$ cat src/rtl/barcode_scan.sv
// Counts legal-width black bars on three scan rows and flags a barcode when enough rows pass.
// Row results appear 1 cycle after row close, the frame verdict 2 cycles after; no backpressure.
module barcode_scan #(
    parameter logic [9:0] SCAN_Y1   = 10'd80,
    parameter logic [9:0] SCAN_Y2   = 10'd100,
    parameter logic [9:0] SCAN_Y3   = 10'd130,
    parameter int         MIN_W     = 2,
    parameter int         MAX_W     = 12,
    parameter int         MIN_BARS  = 20,
    parameter int         PASS_ROWS = 2
) (
    input  logic       clk,
    input  logic       rst_n,
    input  logic [9:0] x_in,
    input  logic [9:0] y_in,
    input  logic       in_de,
    input  logic       in_data,
    output logic       scan_en,
    output logic [2:0] row_pass,
    output logic [7:0] bar_cnt_last,
    output logic       frame_done
);

    localparam logic [9:0] MIN_W_L    = 10'(MIN_W);
    localparam logic [9:0] MAX_W_L    = 10'(MAX_W);
    localparam logic [7:0] MIN_BARS_L = 8'(MIN_BARS);
    localparam logic [2:0] PASS_L     = 3'(PASS_ROWS);

    typedef enum logic [1:0] {IDLE, WHITE, BLACK} state_t;

    state_t     state;
    logic [9:0] run_len;
    logic [7:0] bar_cnt;
    logic       edge_flag;
    logic [1:0] row_idx;
    logic       armed;
    logic       eval_pend;

    logic       is_scan;
    logic [1:0] hit_idx;
    logic       bar_legal;
    logic [2:0] pass_cnt;

    // Column position is carried for debug visibility only.
    logic       x_in_unused;
    assign x_in_unused = ^x_in;

    always_comb begin
        is_scan = 1'b1;
        hit_idx = 2'd0;
        if (y_in == SCAN_Y1) begin
            hit_idx = 2'd0;
        end else if (y_in == SCAN_Y2) begin
            hit_idx = 2'd1;
        end else if (y_in == SCAN_Y3) begin
            hit_idx = 2'd2;
        end else begin
            is_scan = 1'b0;
        end
    end

    assign bar_legal = (run_len >= MIN_W_L) && (run_len <= MAX_W_L) && !edge_flag;
    assign pass_cnt  = 3'(row_pass[0]) + 3'(row_pass[1]) + 3'(row_pass[2]);

    // armed blocks a row that was already under way when reset released.
    always_ff @(posedge clk) begin
        if (!rst_n) begin
            state        <= IDLE;
            run_len      <= '0;
            bar_cnt      <= '0;
            edge_flag    <= 1'b0;
            row_idx      <= '0;
            armed        <= 1'b0;
            eval_pend    <= 1'b0;
            scan_en      <= 1'b0;
            row_pass     <= '0;
            bar_cnt_last <= '0;
            frame_done   <= 1'b0;
        end else begin
            frame_done <= 1'b0;
            eval_pend  <= 1'b0;
            if (eval_pend) begin
                scan_en    <= (pass_cnt >= PASS_L);
                frame_done <= 1'b1;
            end
            if (!in_de) begin
                armed <= 1'b1;
            end

            if (in_de && is_scan && (state != IDLE || armed)) begin
                if (state == IDLE) begin
                    state     <= in_data ? BLACK : WHITE;
                    run_len   <= 10'd1;
                    bar_cnt   <= '0;
                    edge_flag <= 1'b1;
                    row_idx   <= hit_idx;
                    if (hit_idx == 2'd0) begin
                        row_pass <= '0;
                    end
                end else if ((state == BLACK) == in_data) begin
                    if (run_len != 10'h3FF) begin
                        run_len <= run_len + 10'd1;
                    end
                end else begin
                    if (state == BLACK && bar_legal && bar_cnt != 8'hFF) begin
                        bar_cnt <= bar_cnt + 8'd1;
                    end
                    state     <= in_data ? BLACK : WHITE;
                    run_len   <= 10'd1;
                    edge_flag <= 1'b0;
                end
            end else if (!in_de && state != IDLE) begin
                // Any black run still open here is clipped by the line edge and dropped.
                state                 <= IDLE;
                run_len               <= '0;
                edge_flag             <= 1'b0;
                bar_cnt_last          <= bar_cnt;
                row_pass[row_idx]     <= (bar_cnt >= MIN_BARS_L);
                if (row_idx == 2'd2) begin
                    eval_pend <= 1'b1;
                end
            end
        end
    end

endmodule

$ cat config.mk
export PLATFORM = sky130hd
export DESIGN_NAME = barcode_scan
export DESIGN_NICKNAME = d
export VERILOG_FILES = /design/src/rtl/barcode_scan.sv
export SDC_FILE = /design/constraint.sdc
export NUM_CORES = 1
export LEC_CHECK = 0
export BUFFER_PORTS_ARGS = -buffer_cell sky130_fd_sc_hd__buf_2
export CAP_MARGIN = 20
export CORE_MARGIN = 2
export CORE_UTILIZATION = 55
export CTS_CLUSTER_DIAMETER = 120
export CTS_CLUSTER_SIZE = 28
export DETAILED_ROUTE_END_ITERATION = 8
export PLACE_DENSITY = 0.78
export SLEW_MARGIN = 5
export SYNTH_ARGS = -nofsm -noshare
export SYNTH_HDL_FRONTEND = slang
export SYNTH_SLANG_ARGS = --single-unit
$ cat constraint.sdc
create_clock -name clk -period 3.5 [get_ports clk]
set_input_delay 0.525 -clock clk [delete_from_list [all_inputs] [get_ports clk]]
set_output_delay 0.525 -clock clk [all_outputs]
set_load 0.01 [all_outputs]
== Word-level counts from Yosys, hierarchy flattened ==
Cells that the tools add are included.
Word-level totals
  flip-flop bits (word level): 38
  input port bits: 24
  output and inout bits: 13
  word-level logic and storage cells: 92
Operators by class
  add/sub/neg operators: 4
  order comparisons: 6
  eq/ne operators: 13
  muxes and demuxes: 32
  bitwise gates (word level): 3
  reduce and logical (&&, ||, !) cells: 23
Operator list (number)
  10-bit two-way mux: 5
  8-bit two-way mux: 3
  10-bit by 7-bit equality test with 1-bit output, second input constant: 2
  2-bit two-way mux: 8
  3-bit two-way mux: 4
  10-bit by 1-bit adder with 10-bit output, second input constant: 1
  10-bit by 8-bit equality test with 1-bit output, second input constant: 1
  10-bit by 2-bit >= comparator with 1-bit output, second input constant: 1
  10-bit by 4-bit less-or-equal comparator with 1-bit output, second input constant: 1
  1-bit two-way mux: 10
  10-bit != test, second input constant: 1
  8-bit by 1-bit adder with 8-bit output, second input constant: 1
  8-bit by 5-bit >= comparator with 1-bit output, second input constant: 1
  1-bit logical AND: 8
  8-bit != test, second input constant: 1
  2-bit AND reduction: 4
  3-bit AND reduction: 2
  2-bit nonzero test: 3
  2-bit equality test, second input constant: 2
  2-bit logical NOT: 2
  2-bit by 1-bit != test with 1-bit output, second input constant: 2
  4-bit by 3-bit != test with 1-bit output, second input constant: 1
  2-bit by 1-bit adder with 3-bit output: 1
  3-bit bitwise mux: 1
  12 further kinds: 15

== Longest topological paths before layout ==
Gate-level depths: netlist of run 1.
  depth after elaboration: 8
  depth in mapped cells: 7
  mapped depth without buffers: 7

== Worst setup path after synthesis of run 1 ==
Ideal clock, no wire load.
  path type: input port to flip-flop
  start point: input port y_in[2]
  end point: register run_len[8]
  setup time: 119 ps
  arrival time: 1910 ps
  required time: 3381 ps
  path slack: 1472 ps
  cell stages on the path: 6
  path buffers: 1
  cell sequence: nor3b_1 > o21ai_2 > a2111oi_4 > buf_4 > nor3b_1 > o221a_1
On the way
  longest elaborated chain between the ends: 8
  elaborated cells between the ends (all ways): 12
  classes of those cells: eq/ne (4); mux (4); reduce/logical (4)
RTL lines
  start, declared: line 15  | input logic [9:0] y_in,
  10-bit by 8-bit equality test with 1-bit output: line 55  | end else if (y_in == SCAN_Y3) begin
  1-bit two-way mux: line 55
  1-bit two-way mux: line 53  | end else if (y_in == SCAN_Y2) begin
  1-bit two-way mux (*): line 51  | if (y_in == SCAN_Y1) begin
  1-bit logical AND (*) (2 in a row): line 90  | if (in_de && is_scan && (state != IDLE || armed)) begin
  4-bit by 3-bit != test with 1-bit output (no source line) / 2-bit nonzero test (equally long branches)
  2-bit AND reduction (no source line)
  end signal, assigned: line 102  | run_len <= run_len + 10'd1;
  end, declared: line 32  | logic [9:0] run_len;
Mark *: on every way between the ends. The rest lies on a longest branch, timed or not.
A chain may end at the register's enable or synchronous reset.

== Worst setup path in the final report of run 1 ==
  start point: register run_len[0]
  end point: register run_len[4]
On the way
  longest elaborated chain between the ends: 5
  elaborated cells between the ends (all ways): 8
  classes of those cells: add/sub (1); eq/ne (2); mux (4); reduce/logical (1)
RTL lines
  10-bit by 1-bit adder with 10-bit output: line 102
  10-bit two-way mux: line 101  | if (run_len != 10'h3FF) begin
  10-bit two-way mux: line 100  | end else if ((state == BLACK) == in_data) begin
  10-bit two-way mux: line 91  | if (state == IDLE) begin
  10-bit two-way mux: line 90
Parallel ways exist; a longest one is shown, timed or not. The select of a mux whose other input is x is not followed.

==> results.json, run 1 <==
{
  "status": "completed",
  "floorplan.die_area_um2": 4420,
  "avgViaCountPerCell": 6.02,
  "share_seq_of_total_power_pct": 52.1,
  "initialDrtViolationCount": 80,
  "place_area_um2": 2280,
  "setup_viol": 0,
  "hold_violations": 0,
  "core-area_um2": 3720,
  "cts_sinks": 38,
  "cp_max_fo": 16,
  "ys_seq_elements": 38,
  "fin_setup_tns_ns": 0,
  "grt.overflow.total": 0,
  "cts-hold-fix-buffers": 0,
  "switching_share_pct": 21.0,
  "tritoncts_clock_tree": "yes",
  "postLayoutCoreUtil_pct": 64.2,
  "relSlewSlack_pct": 44.0,
  "antennaDiodeCount": 0,
  "antenna_found_initial": 0,
  "grt_max_degree": 32,
  "number_of_buffers_added_by_the_clock_tree_synthesis_step": 5,
  "endpoint_kind": "register",
  "critical-path-top-delay-family": "compound AO/OA/AOI/OAI gates",
  "crit_arrival_ns": 2.61,
  "power.static_leakage_nw": 0.845,
  "post_synth.cell_area_avg_um2": 8.88,
  "data_required_critical_path_ns": 3.67,
  "dieWidth_um": 66.5,
  "path_clk_slew_ns": 0.07,
  "wirelength_um": 4340,
  "floorplan.io_pins": 37,
  "report.power.total_mw": 0.831,
  "postSynth.asyncResetShare_pct": 0,
  "power_density_nw_per_um2": 348,
  "ctsHtreeMaxLevel": 2,
  "maximum_clock_rate_mhz": 410,
  "synthesis.nets": 271,
  "place_worst_setup_slack_ns": 1.04,
  "groute.usage.overall_pct": 22.0,
  "crit_chain": "ha_1, and4_1, nand3_1, a2111oi_4, nor3_1, o221a_1",
  "cp_slowest_cell": "sky130_fd_sc_hd__a2111oi_4",
  "netSwitchingPower_mw": 0.174,
  "place.detailed.hpwl_um": 2990,
  "final.setup.worst_slack_ns": 1.06,
  "nNetsFinal": 295,
  "globalplace.congestion": 0.835,
  "cts.repair.resized": 0,
  "postSynth.topFlopCell": "sky130_fd_sc_hd__dfxtp_1",
  "synth-edff-count": 0,
  "worst-setup-path-type": "reg -> reg",
  "placed_cells": 307,
  "synthCells": 242,
  "drc": 0,
  "cp_peak_stage_delay_ns": 0.78,
  "rows": 22,
  "vdd_ir_drop_max_mv": 0.351,
  "cts_root_buffer": "sky130_fd_sc_hd__clkbuf_8",
  "synthDistinctLibCells": 57,
  "post_cts.repair.setup_buffers": 0,
  "worst-slew-pin-transition_ns": 0.840,
  "syn-cell-area_um2": 2150,
  "antenna_violating_nets_post_route": 0,
  "clock_skew_ns": 0.00688,
  "synth-seq-area-share_pct": 35.4,
  "detailroute.via_count": 1897,
  "post_route_cells_drive_above_1_share_pct": 23.2,
  "grt_pass1_wl_um": 7530,
  "hold_class": "reg -> reg",
  "maxCapViolCount": 0,
  "final_design_area_no_fill_um2": 2390,
  "post_route_insts_no_fill": 315,
  "finalMaxSlewViolations": 0,
  "die_h_um": 66.5,
  "synth-warning-count": 0,
  "power.share.combinational_pct": 4.0,
  "power_report.internal_total_mw": 0.657,
  "power_frac_clock_pct": 43.9,
  "synthToLayoutAreaGrowth_pct": 11.1,
  "filler_cell_count": 340,
  "insertion_delay_ns": 0.29,
  "routed_wire_length_per_instance_um": 13.8,
  "placement.io_buffers": 26,
  "cts.path.max_buffers": 2,
  "first_pass_iters": 4,
  "setup.worst_path.start_class": "register",
  "grt_pass1_vias": 1699,
  "finalCriticalPeriod_ns": 2.44,
  "fin_worst_hold_slack_ns": 0.452,
  "grt_setup_unrepaired": "no",
  "starting_utilization_of_the_core_area_pct": 57.8,
  "timing.final.crit_share_pct": 69.6,
  "crit_buf_inv": 0
}
-- cell usage in the layout (no fill, tap or decap), types with 4 or more instances in the layout --
cell type and count:
sky130_fd_sc_hd__dfxtp_1 38, sky130_fd_sc_hd__nand2_1 31, sky130_fd_sc_hd__buf_2 26, sky130_fd_sc_hd__a21boi_0 18, sky130_fd_sc_hd__nand3_1 12, sky130_fd_sc_hd__o21ai_0 12
sky130_fd_sc_hd__a21oi_1 11, sky130_fd_sc_hd__o31ai_1 9, sky130_fd_sc_hd__inv_1 7, sky130_fd_sc_hd__nor3_1 7, sky130_fd_sc_hd__or4_1 7, sky130_fd_sc_hd__and3_1 6
sky130_fd_sc_hd__o211ai_1 5, sky130_fd_sc_hd__ha_1 5, sky130_fd_sc_hd__clkbuf_8 5, sky130_fd_sc_hd__nor3b_1 4, sky130_fd_sc_hd__nor2_1 4, sky130_fd_sc_hd__a31o_2 4
sky130_fd_sc_hd__nand4_1 4
-- Yosys cell counts, types with 2 or more instances --
library cell / count / area, µm²
sky130_fd_sc_hd__a21boi_0: 18 / 135
sky130_fd_sc_hd__a21boi_1: 2 / 15.0
sky130_fd_sc_hd__a21oi_1: 11 / 55.1
sky130_fd_sc_hd__a31o_2: 4 / 35.0
sky130_fd_sc_hd__and2_1: 2 / 12.5
sky130_fd_sc_hd__and3_1: 6 / 37.5
sky130_fd_sc_hd__and4_1: 2 / 17.5
sky130_fd_sc_hd__and4_2: 2 / 20.0
sky130_fd_sc_hd__buf_2: 2 / 10.0
sky130_fd_sc_hd__buf_4: 4 / 30.0
sky130_fd_sc_hd__clkbuf_1: 3 / 11.3
sky130_fd_sc_hd__dfxtp_1: 38 / 761
sky130_fd_sc_hd__ha_1: 5 / 62.6
sky130_fd_sc_hd__inv_1: 7 / 26.3
sky130_fd_sc_hd__nand2_1: 31 / 116
sky130_fd_sc_hd__nand3_1: 12 / 60.1
sky130_fd_sc_hd__nand4_1: 4 / 25.0
sky130_fd_sc_hd__nor2_1: 4 / 15.0
sky130_fd_sc_hd__nor2_2: 2 / 12.5
sky130_fd_sc_hd__nor2b_1: 2 / 12.5
sky130_fd_sc_hd__nor3_1: 7 / 35.0
sky130_fd_sc_hd__nor3b_1: 4 / 30.0
sky130_fd_sc_hd__nor4b_2: 2 / 30.0
sky130_fd_sc_hd__o211ai_1: 5 / 37.5
sky130_fd_sc_hd__o21ai_0: 12 / 60.1
sky130_fd_sc_hd__o221a_1: 3 / 33.8
sky130_fd_sc_hd__o31ai_1: 9 / 67.6
sky130_fd_sc_hd__o31ai_2: 2 / 25.0
sky130_fd_sc_hd__or2_2: 2 / 12.5
sky130_fd_sc_hd__or3_1: 2 / 12.5
sky130_fd_sc_hd__or4_1: 7 / 52.6
-- sequential cells by signal, indices dropped and copies added (netlist names) --
signal / flops
run_len: 10
bar_cnt: 8
bar_cnt_last: 8
row_pass: 3
row_idx: 2
state: 2
armed: 1
edge_flag: 1
eval_pend: 1
frame_done: 1
scan_en: 1
-- power by group through the flow --
stage / logic, mW / clock network [mW] / registers (mW)
after floorplan: 0.0203 / 0 / 0.443
after global placement: 0.0322 / 0 / 0.444
after detailed placement: 0.0327 / 0 / 0.444
after CTS: 0.0329 / 0.371 / 0.433
after global routing: 0.0366 / 0.388 / 0.433
final: 0.0329 / 0.365 / 0.433
-- per-layer routing --
layer / global-route usage (%) / wire [µm] / vias up
li1: - / - / 964
met1: 28.0 / 2120 / 884
met2: 36.0 / 2000 / 40
met3: 4.90 / 160 / 9
met4: 8.67 / 61 / 0
met5: 0 / 0 / -
-- cell families after synthesis --
kind of cell	Yosys count	synth area share [%]
AOI/OAI and AO/OA	78	27.8
buffers and inverters	18	4.78
adders and majority gates	5	2.91
DFF	38	35.4
and+or+nand+nor	102	28.7
muxes	1	0.466
-- final cells by class --
cell class,count,area (µm²),area share (%)
clock buffer,5,68.8,2.88
clock inverter,3,40.0,1.68
inverter,7,26.3,1.10
multi-input combinational,186,1280,53.9
sequential,38,761,31.9
tap,48,60.1,2.52
timing repair buffer,28,145,6.08
-- path summary, 6_finish.rpt --
path           endpoint        from  depth (start not counted)  slack (ns)
max reg2reg  run_len[4]  run_len[0]                          6        1.06
min reg2reg     scan_en   eval_pend                          1        0.45
max          run_len[4]  run_len[0]                          6        1.06
min             scan_en   eval_pend                          1        0.45
Note: power is estimated with default switching activity, not from simulation.
==> inputs of run 2 (changes only) <==
- ABC_AREA: not set -> 1
- PLACE_DENSITY: 0.78 -> 0.79
- clock period: 3.5 -> 2.36 ns (I/O delays scaled with it)
==> run 2 against run 1 <==
- clock power increased by 51%
- wire length decreased by 1.2%
- synthesized area decreased by 1.9%
- sequential share of layout area decreased by 0.18 points
- synthesized cell count increased by 22%
- register-to-register slack got worse by 0.66 ns
- global-route usage increased by 0.25 points
- final cell count increased by 19%
- largest cell class unchanged
==> results.json, run 2 <==
{
  "fin_setup_tns_ns": 0,
  "filler_cell_count": 318,
  "crit_chain": "ha_1, nand2_1, nor2_2, nand3_2, nor2_2, nand2_1, a21boi_4, nor2_8, inv_6, nand2_2, a21oi_2",
  "core-area_um2": 3660,
  "post_cts.repair.setup_buffers": 0,
  "synth-edff-count": 0,
  "cts.repair.resized": 0,
  "routed_wire_length_per_instance_um": 11.4,
  "wirelength_um": 4290,
  "cp_max_fo": 9,
  "grt_max_degree": 16,
  "data_required_critical_path_ns": 2.52,
  "power_density_nw_per_um2": 520,
  "globalplace.congestion": 0.900,
  "grt_setup_unrepaired": "no",
  "postSynth.topFlopCell": "sky130_fd_sc_hd__dfxtp_1",
  "crit_buf_inv": 1,
  "synth-warning-count": 0,
  "synth_area_leader_cell": "sky130_fd_sc_hd__dfxtp_1",
  "setup_viol": 0,
  "floorplan.io_pins": 37,
  "tritoncts_clock_tree": "yes",
  "route.met3.wl_um": 131,
  "synthCells": 296,
  "antenna_found_initial": 0,
  "first_pass_iters": 4,
  "top_register": "run_len",
  "synthesis.nets": 325,
  "hold_class": "in -> reg",
  "cts.path.max_buffers": 2,
  "maximum_clock_rate_mhz": 512,
  "hold_violations": 0,
  "nNetsFinal": 355,
  "topRoutingLayerUsed": "met4",
  "dieWidth_um": 65.9,
  "finalCriticalPeriod_ns": 1.95,
  "grt.overflow.total": 0,
  "finalMaxSlewViolations": 0,
  "insertion_delay_ns": 0.29,
  "wl_met1_um": 2030,
  "maxCapViolCount": 0,
  "worst-setup-path-type": "reg -> reg",
  "biggestRegsByFlops": "run_len (10), bar_cnt (8), bar_cnt_last (8)",
  "postSynth.asyncResetShare_pct": 0,
  "power.static_leakage_nw": 1.08,
  "yosys-mux-area-fraction_pct": 0,
  "yosys.cell_count.top_type": "sky130_fd_sc_hd__nand2_1",
  "synth_largest_type_area_fraction_pct": 36.1,
  "avgViaCountPerCell": 5.10,
  "route.met2.wl_um": 2050,
  "timing.final.crit_share_pct": 82.7,
  "groute.usage.overall_pct": 22.3,
  "report.power.total_mw": 1.25,
  "cts-hold-fix-buffers": 0,
  "number_of_buffers_added_by_the_clock_tree_synthesis_step": 5,
  "ctsHtreeMaxLevel": 2,
  "starting_utilization_of_the_core_area_pct": 57.6,
  "clock_skew_ns": 0.00481,
  "floorplan.die_area_um2": 4340,
  "final_cell_mix": "66 x sky130_fd_sc_hd__nand2_1, 38 x sky130_fd_sc_hd__dfxtp_1, 36 x sky130_fd_sc_hd__inv_1",
  "ys_seq_elements": 38,
  "endpoint_kind": "register",
  "postLayoutCoreUtil_pct": 65.6,
  "worst-slew-pin-transition_ns": 0.672,
  "grt_pass1_vias": 1816,
  "detailroute.via_count": 1913,
  "cp_slowest_cell": "sky130_fd_sc_hd__dfxtp_1",
  "path_clk_slew_ns": 0.08,
  "post_route_cells_drive_above_1_share_pct": 24.5,
  "syn-cell-area_um2": 2110,
  "synth-seq-area-share_pct": 36.1,
  "cts_sinks": 38,
  "status": "completed",
  "dominant_combinational_cell_family_by_area_after_synthesis": "simple AND/OR/NAND/NOR gates",
  "critical-path-top-delay-family": "simple AND/OR/NAND/NOR gates",
  "synthDistinctLibCells": 34,
  "crit_arrival_ns": 2.11,
  "synthToLayoutAreaGrowth_pct": 13.9,
  "antennaDiodeCount": 0,
  "synth_compound_gate_area_share_pct": 15.7,
  "initialDrtViolationCount": 76,
  "placed_cells": 367,
  "ys_top_cells_by_area": "sky130_fd_sc_hd__dfxtp_1 36%, sky130_fd_sc_hd__nand2_1 12%, sky130_fd_sc_hd__inv_1 6.4%",
  "cp_peak_stage_delay_ns": 0.43,
  "antenna_violating_nets_post_route": 0,
  "relSlewSlack_pct": 55.2,
  "place.detailed.hpwl_um": 3240,
  "largest_reg_flops": 10,
  "final_common_cell": "sky130_fd_sc_hd__nand2_1",
  "setup.worst_path.start_class": "register",
  "parity_gate_share_of_the_synthesized_area_counting_xor_and_xnor_cells_pct": 1.25,
  "placement.io_buffers": 26,
  "adder_cell_fraction_of_synth_area_pct": 2.97,
  "cts_root_buffer": "sky130_fd_sc_hd__clkbuf_8",
  "synth-simple-area-share_pct": 36.1,
  "post_synth.cell_area_avg_um2": 7.12,
  "drc": 0,
  "grt_pass1_wl_um": 7490,
  "rows": 22,
  "post_route_insts_no_fill": 375,
  "vdd_ir_drop_max_mv": 0.266,
  "die_h_um": 65.9,
  "yosys-top-cells-count": "66 x sky130_fd_sc_hd__nand2_1, 38 x sky130_fd_sc_hd__dfxtp_1, 36 x sky130_fd_sc_hd__inv_1"
}
-- run 2: cell types whose count changed after synthesis, sizes merged, moves of 5 or more --
cell	change
a21boi	-18
a21oi	+12
and3	-6
buf	-6
inv	+33
nand2	+49
nand3	+9
nor2	+35
o211ai	-5
o31ai	-9
or4	-8
-- run 2: path summary, 6_finish.rpt --
path	slack, ns	start	endpoint	depth (start not counted)
setup / recovery	0.41	run_len[1]	run_len[9]	11
hold / removal	0.30	in_de	armed	2
setup reg to reg	0.41	run_len[1]	run_len[9]	11
hold reg to reg	0.45	eval_pend	frame_done	2
-- run 2: final cells by class --
| class | count | area [µm²] | area share [%] |
|---|---|---|---|
| repair buffers | 26 | 130 | 5.42 |
| well taps | 48 | 60.1 | 2.50 |
| inverters | 40 | 155 | 6.47 |
| clock buffers | 5 | 68.8 | 2.87 |
| clock inverters | 3 | 45.0 | 1.88 |
| multi-input cells | 215 | 1180 | 49.2 |
| flip-flops and latches | 38 | 761 | 31.7 |
-- run 2: stage by stage --
stage                     cell area, µm²  hold slack (ns)  worst slack [ns]
after CTS                           2400            0.294             0.420
final                               2400            0.299             0.408
after global routing                2400            0.311             0.271
after global placement              2290            0.428             0.461
after detailed placement            2290            0.435             0.441
after floorplan                     2110            0.417             0.699
-- run 2: where the power goes --
| group | switching, mW | internal (mW) |
|---|---|---|
| combinational | 0.0366 | 0.0181 |
| sequential | 0.000376 | 0.642 |
| clock | 0.236 | 0.314 |
| total | 0.273 | 0.974 |
-- run 2: per-layer routing --
| layer | GRT usage (%) | vias to the layer above |
|---|---|---|
| met5 | 0 | - |
| met4 | 9.11 | 0 |
| met3 | 4.26 | 8 |
| met2 | 38.6 | 28 |
| met1 | 26.7 | 871 |
| li1 | - | 1006 |
-- run 2: cells by family (layout without fill, tap and decap cells) --
kind of cell / count (synthesis) / after routing
xor+xnor: 3 / 3
compound gates: 52 / 52
buf+inv: 43 / 74
flops: 38 / 38
simple gates: 155 / 155
fa+ha+maj: 5 / 5
==> inputs of run 3 (changes only) <==
- ABC_AREA: 1 -> 0
- PLACE_DENSITY: 0.79 -> 0.78
- clock period: 2.36 -> 1.8 ns (I/O delays scaled with it)
==> run 3 against run 2 <==
- the run now ends with negative setup slack left
- critical path depth decreased by 6
- via count is 14% higher
- flip-flop and latch count did not move
- largest cell class unchanged
==> results.json, run 3 (same netlist as run 1, synthesis figures left out) <==
{
  "cts-hold-fix-buffers": 0,
  "synthToLayoutAreaGrowth_pct": 39.4,
  "seq_area_um2": 778,
  "place.detailed.hpwl_um": 3760,
  "status": "finished, violations left",
  "grt.busiest_layer": "met2",
  "gr-usage-met3_pct": 5.74,
  "failed_checks": "negative setup slack",
  "rows": 22,
  "timing.final.crit_share_pct": 103,
  "dieWidth_um": 66.5,
  "worst_setup_path_startpoint": "run_len[7]",
  "drc": 0,
  "crit_arrival_ns": 2.09,
  "r2r-end": "bar_cnt[3]",
  "wirelength_um": 5770,
  "grt.overflow.total": 0,
  "relSlewSlack_pct": 75.6,
  "final_cell_mix": "55 x sky130_fd_sc_hd__buf_4, 30 x sky130_fd_sc_hd__nand2_1, 30 x sky130_fd_sc_hd__dfxtp_1",
  "final_common_cell": "sky130_fd_sc_hd__buf_4",
  "floorplan.die_area_um2": 4420,
  "maximum_clock_rate_mhz": 537,
  "power.static_leakage_nw": 1.17,
  "largest_reg_flops": 10,
  "placement.io_buffers": 26,
  "post_route_cells_drive_above_1_share_pct": 46.7,
  "nNetsFinal": 351,
  "worst-slew-pin-transition_ns": 0.365,
  "regToRegSetupSlack_ns": -0.06,
  "register_to_register_path_depth": 5,
  "grt_max_degree": 23,
  "cts_sinks": 38,
  "final_design_area_no_fill_um2": 2990,
  "detailroute.via_count": 2188,
  "grt_setup_unrepaired": "yes",
  "maxCapViolCount": 0,
  "clock_skew_ns": 0.00872,
  "globalplace.congestion": 0.823,
  "place_area_um2": 2670,
  "first_pass_iters": 4,
  "antenna_found_initial": 0,
  "endpoint_kind": "register",
  "grt_pass1_wl_um": 9590,
  "power_density_nw_per_um2": 553,
  "top_register": "run_len",
  "avgViaCountPerCell": 5.90,
  "multi_input_comb_area_um2": 1440,
  "floorplan.io_pins": 37,
  "final.setup.worst_slack_ns": -0.0626,
  "core-area_um2": 3720,
  "finalMaxSlewViolations": 0,
  "starting_utilization_of_the_core_area_pct": 57.8,
  "biggestRegsByFlops": "run_len (10), bar_cnt (8), bar_cnt_last (8)",
  "antenna_violating_nets_post_route": 0,
  "tritoncts_clock_tree": "yes",
  "report.power.total_mw": 1.66,
  "data_required_critical_path_ns": 2.03,
  "routed_wire_length_per_instance_um": 15.6,
  "worst-setup-path-type": "reg -> reg",
  "grt_use_met1_pct": 33.4,
  "cp_max_fo": 7,
  "ctsHtreeMaxLevel": 2,
  "setup_viol": 7,
  "filler_cell_count": 237,
  "antennaDiodeCount": 0,
  "path_clk_slew_ns": 0.08,
  "setup.worst_path.start_class": "register",
  "hold_violations": 0,
  "vdd_ir_drop_max_mv": 0.476,
  "fin_worst_hold_slack_ns": 0.325,
  "cts_root_buffer": "sky130_fd_sc_hd__clkbuf_8",
  "grt_use_met2_pct": 50.6,
  "number_of_buffers_added_by_the_clock_tree_synthesis_step": 5,
  "finalCriticalPeriod_ns": 1.86,
  "hold_class": "in -> reg",
  "r2r-start": "run_len[7]",
  "groute.usage.overall_pct": 28.2,
  "die_h_um": 66.5,
  "insertion_delay_ns": 0.29,
  "timing.critical_path.to": "bar_cnt[3]",
  "fin_setup_tns_ns": -0.175,
  "cts.path.max_buffers": 2,
  "initialDrtViolationCount": 180,
  "grt_pass1_vias": 2141
}
-- run 3: final cells by class --
cell class                 count  area share (%)
clock buffer                   5            2.30
clock inverter                 3            1.34
inverter                       7           0.878
multi-input combinational    186            47.9
sequential                    38            26.0
tap                           48            2.01
timing repair buffer          84            19.6
-- run 3: critical path, stage by stage (launching register included) --
cell	delay (ns)
sky130_fd_sc_hd__dfxtp_2	0.34
sky130_fd_sc_hd__nor4_4	0.32
sky130_fd_sc_hd__nand3_4	0.12
sky130_fd_sc_hd__o32a_4	0.43
sky130_fd_sc_hd__or4_4	0.48
sky130_fd_sc_hd__a21oi_2	0.11
-- run 3: through the flow --
step           cells  util, %  setup slack [ns]
3_5_place_dp     357     71.7            -0.187
2_1_floorplan    242        -           0.00179
5_1_grt          371     80.6            -0.126
3_3_place_gp     357     71.7            -0.170
6_report         371     80.6           -0.0626
4_1_cts          369     77.4           -0.0231
-- run 3: worst min path at each step --
stage          cells after the start  slack, ns       from  endpoint
2_1_floorplan                      1       0.41  eval_pend   scan_en
3_3_place_gp                       1       0.43  eval_pend   scan_en
3_5_place_dp                       1       0.44  eval_pend   scan_en
4_1_cts                            3       0.30    in_data  state[1]
5_1_grt                            3       0.34    in_data  state[1]
6_report                           3       0.33    in_data  state[1]
-- run 3: metal layers --
layer	wire (µm)	part of all wire, %	up-vias
met5	0	0	-
met3	209	3.6	9
met2	3060	53	53
met4	102	1.8	0
li1	-	-	1077
met1	2400	42	1049
-- run 3: repair_timing --
action / in CTS / in global routing
pin swaps: 9 / 5
setup buffers: 5 / 2
setup endpoints to repair: 11 / 21
cloned: 0 / 0
gates resized for setup: 19 / 28
-- run 3: report_power, final --
group          switching (mW)  leakage, nW  internal, mW
clock network           0.316       0.0579         0.408
registers            0.000923        0.311         0.837
logic                  0.0472        0.797        0.0475
total                   0.364         1.17          1.29
